**src/rtl/sram_march_bist_if.sv**
```systemverilog
// Pin bundle between the March C- BIST controller and a single-port SRAM macro.
interface sram_march_bist_if #(
    parameter int ADDR_WIDTH  = 10,
    parameter int DATA_WIDTH  = 64,
    parameter int WMASK_WIDTH = 2
);
    logic                   sram_we;
    logic [WMASK_WIDTH-1:0] sram_wmask;
    logic [ADDR_WIDTH-1:0]  sram_addr;
    logic [DATA_WIDTH-1:0]  sram_din;
    logic [DATA_WIDTH-1:0]  sram_dout;

    modport master (
        output sram_we, sram_wmask, sram_addr, sram_din,
        input  sram_dout
    );
    modport slave (
        input  sram_we, sram_wmask, sram_addr, sram_din,
        output sram_dout
    );
endinterface

```
**src/rtl/sram_march_bist.sv**
```systemverilog
// March C- BIST controller for a single-port SRAM with registered dout.
// Issues one op per cycle, compares reads one cycle later, logs the first mismatch.
module sram_march_bist #(
    parameter int ADDR_WIDTH  = 10,
    parameter int DATA_WIDTH  = 64,
    parameter int WMASK_WIDTH = 2
) (
    input  logic                  clk,
    input  logic                  rst,
    input  logic                  start,
    input  logic [DATA_WIDTH-1:0] pattern,
    output logic                  busy,
    output logic                  done,
    output logic                  fail,
    output logic [ADDR_WIDTH-1:0] fail_addr,
    output logic [2:0]            fail_element,
    output logic [DATA_WIDTH-1:0] fail_data,
    output logic [DATA_WIDTH-1:0] fail_expected,
    sram_march_bist_if.master     sram
);
    typedef enum logic [1:0] {IDLE, RUN, DRAIN, DONE} state_t;

    localparam logic [ADDR_WIDTH-1:0] ADDR_MAX = {ADDR_WIDTH{1'b1}};

    state_t                 r_state;
    logic                   r_busy;
    logic                   r_done;
    logic                   r_fail;
    logic [ADDR_WIDTH-1:0]  r_fail_addr;
    logic [2:0]             r_fail_elem;
    logic [DATA_WIDTH-1:0]  r_fail_data;
    logic [DATA_WIDTH-1:0]  r_fail_exp;
    logic [DATA_WIDTH-1:0]  r_pat;
    logic [2:0]             r_elem;
    logic [ADDR_WIDTH-1:0]  r_addr;
    logic                   r_op;
    logic                   r_last;
    logic                   r_we;
    logic [WMASK_WIDTH-1:0] r_wmask;
    logic [ADDR_WIDTH-1:0]  r_sram_addr;
    logic [DATA_WIDTH-1:0]  r_din;
    logic                   r_rd;
    logic [DATA_WIDTH-1:0]  r_rd_exp;
    logic [2:0]             r_rd_elem;
    logic                   r_cmp_valid;
    logic [DATA_WIDTH-1:0]  r_cmp_exp;
    logic [ADDR_WIDTH-1:0]  r_cmp_addr;
    logic [2:0]             r_cmp_elem;

    logic                   w_accept;
    logic                   w_issue;
    logic [2:0]             w_elem;
    logic [ADDR_WIDTH-1:0]  w_addr;
    logic                   w_op;
    logic [DATA_WIDTH-1:0]  w_pat;
    logic                   w_desc;
    logic                   w_two;
    logic                   w_write;
    logic                   w_inv;
    logic [DATA_WIDTH-1:0]  w_data;
    logic                   w_op_last;
    logic                   w_addr_end;
    logic [2:0]             w_n_elem;
    logic [ADDR_WIDTH-1:0]  w_n_addr;
    logic                   w_n_op;
    logic                   w_n_last;

    // The accepting edge already issues op 0 so done lands 10N+1 edges later.
    assign w_accept = start && (r_state == IDLE || r_state == DONE);
    assign w_issue  = w_accept || (r_state == RUN && !r_last);
    assign w_elem   = w_accept ? 3'd0 : r_elem;
    assign w_addr   = w_accept ? '0 : r_addr;
    assign w_op     = w_accept ? 1'b0 : r_op;
    assign w_pat    = w_accept ? pattern : r_pat;

    always_comb begin
        w_desc     = (w_elem == 3'd3) || (w_elem == 3'd4);
        w_two      = (w_elem != 3'd0) && (w_elem != 3'd5);
        w_write    = (w_elem == 3'd0) || (w_two && w_op);
        w_inv      = w_write ? (w_elem == 3'd1 || w_elem == 3'd3)
                             : (w_elem == 3'd2 || w_elem == 3'd4);
        w_data     = w_inv ? ~w_pat : w_pat;
        w_op_last  = !w_two || w_op;
        w_addr_end = w_desc ? (w_addr == '0) : (w_addr == ADDR_MAX);
        w_n_elem   = w_elem;
        w_n_addr   = w_addr;
        w_n_op     = 1'b0;
        w_n_last   = 1'b0;
        if (!w_op_last) begin
            w_n_op = 1'b1;
        end else if (!w_addr_end) begin
            w_n_addr = w_desc ? w_addr - ADDR_WIDTH'(1) : w_addr + ADDR_WIDTH'(1);
        end else if (w_elem == 3'd5) begin
            w_n_last = 1'b1;
        end else begin
            w_n_elem = w_elem + 3'd1;
            w_n_addr = (w_elem == 3'd2 || w_elem == 3'd3) ? ADDR_MAX : '0;
        end
    end

    always_ff @(posedge clk) begin
        if (rst) begin
            r_state     <= IDLE;
            r_busy      <= 1'b0;
            r_done      <= 1'b0;
            r_fail      <= 1'b0;
            r_fail_addr <= '0;
            r_fail_elem <= '0;
            r_fail_data <= '0;
            r_fail_exp  <= '0;
            r_pat       <= '0;
            r_elem      <= '0;
            r_addr      <= '0;
            r_op        <= 1'b0;
            r_last      <= 1'b0;
            r_we        <= 1'b0;
            r_wmask     <= '0;
            r_sram_addr <= '0;
            r_din       <= '0;
            r_rd        <= 1'b0;
            r_rd_exp    <= '0;
            r_rd_elem   <= '0;
            r_cmp_valid <= 1'b0;
            r_cmp_exp   <= '0;
            r_cmp_addr  <= '0;
            r_cmp_elem  <= '0;
        end else begin
            // SRAM latches the read this cycle; its dout is checked next cycle.
            r_cmp_valid <= r_rd;
            r_cmp_exp   <= r_rd_exp;
            r_cmp_addr  <= r_sram_addr;
            r_cmp_elem  <= r_rd_elem;
            if (w_issue) begin
                r_we        <= w_write;
                r_wmask     <= w_write ? '1 : '0;
                r_sram_addr <= w_addr;
                r_din       <= w_write ? w_data : '0;
                r_rd        <= !w_write;
                r_rd_exp    <= w_data;
                r_rd_elem   <= w_elem;
                r_elem      <= w_n_elem;
                r_addr      <= w_n_addr;
                r_op        <= w_n_op;
                r_last      <= w_n_last;
                r_pat       <= w_pat;
            end else begin
                r_we    <= 1'b0;
                r_wmask <= '0;
                r_din   <= '0;
                r_rd    <= 1'b0;
            end
            if (r_cmp_valid && !r_fail && sram.sram_dout != r_cmp_exp) begin
                r_fail      <= 1'b1;
                r_fail_addr <= r_cmp_addr;
                r_fail_elem <= r_cmp_elem;
                r_fail_data <= sram.sram_dout;
                r_fail_exp  <= r_cmp_exp;
            end
            case (r_state)
                IDLE, DONE: begin
                    if (start) begin
                        r_state     <= RUN;
                        r_busy      <= 1'b1;
                        r_done      <= 1'b0;
                        r_fail      <= 1'b0;
                        r_fail_addr <= '0;
                        r_fail_elem <= '0;
                        r_fail_data <= '0;
                        r_fail_exp  <= '0;
                    end
                end
                RUN: begin
                    if (r_last) r_state <= DRAIN;
                end
                DRAIN: begin
                    r_state <= DONE;
                    r_busy  <= 1'b0;
                    r_done  <= 1'b1;
                end
                default: r_state <= IDLE;
            endcase
        end
    end

    assign busy            = r_busy;
    assign done            = r_done;
    assign fail            = r_fail;
    assign fail_addr       = r_fail_addr;
    assign fail_element    = r_fail_elem;
    assign fail_data       = r_fail_data;
    assign fail_expected   = r_fail_exp;
    assign sram.sram_we    = r_we;
    assign sram.sram_wmask = r_wmask;
    assign sram.sram_addr  = r_sram_addr;
    assign sram.sram_din   = r_din;
endmodule

```
**src/flat_wrapper.sv**
```systemverilog
// flat-port wrapper written by rule: the top's interface ports become plain ports
module sram_march_bist_flat 
#(
    parameter int ADDR_WIDTH  = 10,
    parameter int DATA_WIDTH  = 64,
    parameter int WMASK_WIDTH = 2
)
  (clk, rst, start, pattern, busy, done, fail, fail_addr, fail_element, fail_data, fail_expected, sram_sram_we, sram_sram_wmask, sram_sram_addr, sram_sram_din, sram_sram_dout);
  sram_march_bist_if #(.ADDR_WIDTH(ADDR_WIDTH), .DATA_WIDTH(DATA_WIDTH), .WMASK_WIDTH(WMASK_WIDTH)) sram_i ();
  input  logic clk;
  input  logic rst;
  input  logic start;
  input  logic [DATA_WIDTH-1:0] pattern;
  output logic busy;
  output logic done;
  output logic fail;
  output logic [ADDR_WIDTH-1:0] fail_addr;
  output logic [2:0] fail_element;
  output logic [DATA_WIDTH-1:0] fail_data;
  output logic [DATA_WIDTH-1:0] fail_expected;
  output wire logic [$bits(sram_i.sram_we)-1:0] sram_sram_we;
  output wire logic [$bits(sram_i.sram_wmask)-1:0] sram_sram_wmask;
  output wire logic [$bits(sram_i.sram_addr)-1:0] sram_sram_addr;
  output wire logic [$bits(sram_i.sram_din)-1:0] sram_sram_din;
  input wire logic [$bits(sram_i.sram_dout)-1:0] sram_sram_dout;
  assign sram_sram_we = sram_i.sram_we;
  assign sram_sram_wmask = sram_i.sram_wmask;
  assign sram_sram_addr = sram_i.sram_addr;
  assign sram_sram_din = sram_i.sram_din;
  assign sram_i.sram_dout = sram_sram_dout;
  sram_march_bist #(.ADDR_WIDTH(ADDR_WIDTH), .DATA_WIDTH(DATA_WIDTH), .WMASK_WIDTH(WMASK_WIDTH)) u_core (.clk(clk), .rst(rst), .start(start), .pattern(pattern), .busy(busy), .done(done), .fail(fail), .fail_addr(fail_addr), .fail_element(fail_element), .fail_data(fail_data), .fail_expected(fail_expected), .sram(sram_i));
endmodule
```
**config.mk**
```make
export PLATFORM = sky130hd
export DESIGN_NAME = sram_march_bist_flat
export DESIGN_NICKNAME = d
export VERILOG_FILES = /design/src/rtl/sram_march_bist_if.sv /design/src/rtl/sram_march_bist.sv /design/src/flat_wrapper.sv
export SDC_FILE = /design/constraint.sdc
export NUM_CORES = 1
export LEC_CHECK = 0
export ABC_AREA = 1
export BUFFER_PORTS_ARGS = -buffer_cell sky130_fd_sc_hd__buf_2
export CAP_MARGIN = 30
export CORE_ASPECT_RATIO = 0.8
export CORE_UTILIZATION = 56
export CTS_BUF_LIST = sky130_fd_sc_hd__clkbuf_8
export DETAILED_ROUTE_END_ITERATION = 8
export MAX_ROUTING_LAYER = met4
export PLACE_DENSITY = 0.8
export SYNTH_ARGS = -nofsm -noshare
export SYNTH_HDL_FRONTEND = slang
export SYNTH_SLANG_ARGS = --single-unit
```
**constraint.sdc**
```tcl
create_clock -name clk -period 4.6 [get_ports clk]
set_input_delay 0.23 -clock clk [delete_from_list [all_inputs] [get_ports clk]]
set_output_delay 0.23 -clock clk [all_outputs]
set_load 0.02 [all_outputs]
```
Yosys cells after proc, flatten, opt, wreduce, memory -nomap -nowiden
Cells that the tools add are included.
Storage, ports and cells
  output and inout port bits: 221
  logic and storage cells: 113
  bits in writable memories: 0
  register bits after elaboration: 448
  bits in read-only memories: 0
  memories kept: 0
  bits in latches: 0
Cells by class
  mux-type cells: 42
  shifts and indexed selects: 0
  $mul: 0
  bitwise gates (word level): 3
  reduce and logical (&&, ||, !) cells: 28
  eq/ne operators: 13
  $add $sub $neg: 3
  magnitude comparators: 0
  divide/modulo/power cells: 0
Operators by type and width (number)
  two-way mux 64 bit: 8
  two-way mux 10 bit: 9
  inequality test 64 bit: 1
  NOT 64 bit: 1
  two-way mux 3 bit: 7
  two-way mux 1 bit: 12
  adder 10 x 1 -> 10 bit (second input constant): 1
  == test 10 bit (second input constant): 1
  zero test 10 bit: 1
  subtractor 10 x 1 -> 10 bit (second input constant): 1
  logical OR 1 bit: 8
  == test 3 x 2 -> 1 bit (second input constant): 2
  == test 3 bit (second input constant): 2
  logical AND 1 bit: 6
  two-way mux 2 bit: 3
  one-hot mux 2 bit (3 select lines): 1
  == test 2 bit (second input constant): 2
  zero test 1 bit: 4
  one-hot mux 1 bit (2 select lines): 2
  AND reduction 2 bit: 2
  OR reduction 2 bit: 2
  adder 3 x 1 -> 3 bit (second input constant): 1
  == test 3 x 1 -> 1 bit (second input constant): 1
  zero test 3 bit: 1
  other kinds (9): 10

Depth between registers and ports, before layout
  depth after elaboration: 10
  mapped depth: 26

Least setup slack after synthesis
OpenSTA, ideal clock, no wires.
  path type: register -> register
  start point: register u_core.r_state[0]
  end point: register u_core.r_addr[7]
  setup slack: 1.208 ns
  arrival time: 3.322 ns
  stages on the path, launching flop included: 23
  setup time: 0.070 ns
  period minus slack after synthesis: 3.392 ns
  path through: dfxtp_1 > inv_1 > ha_1 > nand2_2 > buf_6 > buf_6 > buf_2 > nand2_1 > ha_1 > nand3b_4 > nand2_1 > inv_1 > ha_1 > nand2_1 > o21ai_0 > nand2_1 > nand2_1 > nand2_1 > nand2_1 > nand2_1 > nand3_1 > nand2_1 > a21oi_1
On the way
  word-level cells in the longest chain between the ends: 10
RTL lines
  from (decl): line sram_march_bist.sv:25  | state_t r_state;
  from (signal assigned): line sram_march_bist.sv:103  | r_state <= IDLE;
  from (signal assigned): line sram_march_bist.sv:162  | r_state <= RUN;
  from (signal assigned): line sram_march_bist.sv:173  | if (r_last) r_state <= DRAIN;
  parallel branches: the longest is 10 deep, another holds adder 10 x 1 -> 10 bit
  to (signal assigned): line sram_march_bist.sv:142  | r_addr <= w_n_addr;
  to (decl): line sram_march_bist.sv:35  | logic [ADDR_WIDTH-1:0] r_addr;
Parallel ways; which one is timed is not known.
A chain may end at the register's enable or synchronous reset.

Worst setup path after layout
Ends and elaborated chain as after synthesis.

==> metrics.csv <==
metric;value;unit
report.final.setup_viol;0;
routed_via_density;5.08;
tritoncts_num_sinks;446;
grt_max_degree;157;
status;complete, no violations;
cts_tree;yes;
crit_path_max_fanout;39;
grt_pass1_vias;16200;
ir_worst_vdd;362;uV
crit_path_start_kind;flip-flop;
ys_seq_elements;446;
criticalPathCategory;reg -> reg;
wl_per_cell;15.8;um
detail_route.drc_violations;0;
hold_class;in -> reg;
finish.instance_area;23400;sq um
detailedPlace.worstSlack;0.821;ns
asyncSetResetFlopFracSynth;0;
syn_avg_cell_area;7.95;sq um
place.gp.congestion;0.910;
leakage_power;11.6;nW
tightest_slew;0.988;ns
num_io_pins;352;
cts-hold-fix-buffers;122;
remaining_number_of_nets_flagged_by_the_antenna_check_after_routing;0;
cts_resized;0;
clkSlewWorstSetupHoldPaths;0.06;ns
drtPass1Iterations;8;
antenna_violations_before_repair;0;
reg2reg_slack;0.77;ns
total_power_density_per_cell_area;494;nW/um^2
postPlaceCellArea;20800;sq um
initial_core_util;0.571;
synth_cells;2422;
achievable-frequency;0.261;GHz
slew_headroom;0.341;
cts_buffers;69;
fin_setup_tns;0;ns
drive_gt1_frac;0.208;
clock_tree.htree_level_count;3;
synthesis_to_finish_area_growth;21.6;%
setup_slack;0.769;ns
timing.final.hold_violations;0;
fp.dieArea;35100;sq um
initialDrtViolationCount;1445;
fin_worst_skew;0.0331;ns
max-clock-path-buffers;3;
route.vias.total;16900;
synth_edf_count;0;
clkLatencyLatePin;0.60;ns
yosysUniqueCellTypes;47;
die_x;209;um
nets;2986;
synthesis.area;19300;sq um
grt_remaining_overflow;0;
ys_dominant_reg_cell;dfxtp_1;
synth_fp_nets;2569;
die_height;168;um
yosysWarningCount;0;
synth-seq-area-share;0.464;
timing.final.crit_period;3.83;ns
detailedPlacementHpwl;32.9;mm
post_cts_setup_repair_bufs;0;
maxCapViolations;0;
setup_repair_after_global_routing_missed_its_margin;false;
route.final.wire_length;52.4;mm
finalCritPeriodShare;0.833;
grt_first_pass_wirelength;83.1;mm
buffer_ports.inserted;351;
critical_path.endpoint_type;flip-flop;
total_core_area;33700;sq um
floorplan.rows;60;
worst-endpoint-arrival;4.26;ns
grt_usage;0.303;
clk_root_buffer_cell;clkbuf_8;
worstPathRequired;5.03;ns
timing_max_transition_violations_final;0;
## layout make-up
class                      instances  area, sq um
timing repair buffer             490         3170
antenna                            2         5.00
sequential                       446         8930
clock buffer                      89         1220
multi-input combinational       1498         8150
fill                            2609        10300
clock inverter                    32          145
inverter                         334         1260
tap                              434          543
## cell usage in the layout, fill, tap and decap left out, drive strengths merged, types with 2 or more instances in the layout
cell / Yosys / routed
a21oi: 228 / 228
xor2: 55 / 55
nand3b: 2 / 2
xnor2: 64 / 64
or2: 2 / 2
ha: 15 / 15
buf: 74 / 368
inv: 333 / 360
nor2: 416 / 416
clkbuf: 63 / 89
diode: 0 / 2
dfxtp: 446 / 446
o21ai: 33 / 33
dlygate4sd3: 4 / 122
mux2i: 64 / 64
nand4: 2 / 2
clkinv: 1 / 5
nand3: 165 / 165
nand2: 445 / 445
## worst paths after layout
check,from,to,cells after the start
max,u_core.r_state[0]$_SDFFE_PP0P_,u_core.r_addr[7]$_SDFFE_PP0N_,18
min,sram_sram_dout[5],u_core.fail_data[5]$_SDFF_PP0_,5
max reg2reg,u_core.r_state[0]$_SDFFE_PP0P_,u_core.r_addr[7]$_SDFFE_PP0N_,18
min reg2reg,u_core.r_rd$_SDFF_PP0_,u_core.r_cmp_valid$_SDFF_PP0_,2
## flip-flops by register name, indices dropped and copies added (netlist names)
name,flops
u_core.fail_data,64
u_core.r_last,1
u_core.done,1
u_core.r_rd,1
u_core.sram.sram_wmask,1
u_core.r_state,2
u_core.fail,1
u_core.r_elem,3
u_core.r_rd_exp,64
u_core.busy,1
u_core.sram.sram_din,64
u_core.r_cmp_exp,64
u_core.sram.sram_addr,10
u_core.r_cmp_elem,3
u_core.fail_expected,64
u_core.r_rd_elem,3
u_core.r_addr,10
u_core.r_cmp_addr,10
u_core.fail_addr,10
u_core.r_pat,64
u_core.r_op,1
u_core.fail_element,3
u_core.r_cmp_valid,1
## critical path, cell delays in order, from the launching register on
cell and delay, ns:
dfxtp_1 0.36, inv_1 0.06, ha_1 0.37, nand2_8 0.35
nand2_1 0.24, ha_1 0.32, nand3b_4 0.20, nand2_1 0.21
inv_1 0.21, ha_1 0.42, nand2_1 0.10, o21ai_0 0.28
nand2_1 0.14, nand3_1 0.09, nand2_1 0.05, nand2_1 0.06
nand3_1 0.07, nand2_1 0.09, a21oi_1 0.06
## power by group
part | internal (mW) | switching (mW) | total (mW)
clock network | 1.74 | 1.53 | 3.27
logic | 1.30 | 2.18 | 3.48
registers | 4.55 | 0.288 | 4.83
## routing by layer
layer | track usage | vias to the layer above | part of all wire
met5 | - | - | 0
met4 | 0.156 | 0 | 0.044
met3 | 0.0504 | 156 | 0.063
met2 | 0.468 | 662 | 0.46
met1 | 0.382 | 7810 | 0.43
li1 | - | 8255 | -
## cell families after synthesis
logic type / Yosys count / share of synthesized area
adder cells (fa/ha/maj): 16 / 0.0108
XOR/XNOR: 119 / 0.0775
buffers and inverters: 478 / 0.115
flip-flops: 446 / 0.464
multiplexers: 64 / 0.0430
AND/OR/NAND/NOR: 1034 / 0.220
AO/OA/AOI/OAI: 265 / 0.0701
## synth_stat cells, types with 3 or more instances
master	number	area, sq um
buf_12	6	120
buf_4	7	52.6
clkbuf_1	51	191
buf_1	11	41.3
buf_2	42	210
dfxtp_1	446	8930
o21ai_0	30	150
nand3_1	165	826
ha_1	15	188
buf_6	4	45.0
xnor2_2	60	976
clkbuf_8	12	165
inv_1	328	1230
mux2i_1	14	140
xnor2_1	4	35.0
nand2_4	5	56.3
nor2_1	410	1540
buf_8	4	60.1
dlygate4sd3_1	4	40.0
a21oi_1	228	1140
inv_2	3	11.3
mux2i_2	50	688
nand2_1	437	1640
xor2_1	55	482
## stage by stage
step | total power [mW] | hold WS, ns | utilization | cells
floorplan | 7.54 | 0.388 | - | 2422
global placement | 8.09 | 0.402 | 0.617 | 3079
detailed placement | 8.22 | 0.407 | 0.618 | 3080
CTS | 11.6 | 0.00416 | 0.695 | 3323
global route | 12.2 | 0.0565 | 0.695 | 3323
finish | 11.6 | 0.0391 | 0.695 | 3325
(Power assumes the default switching activity.)
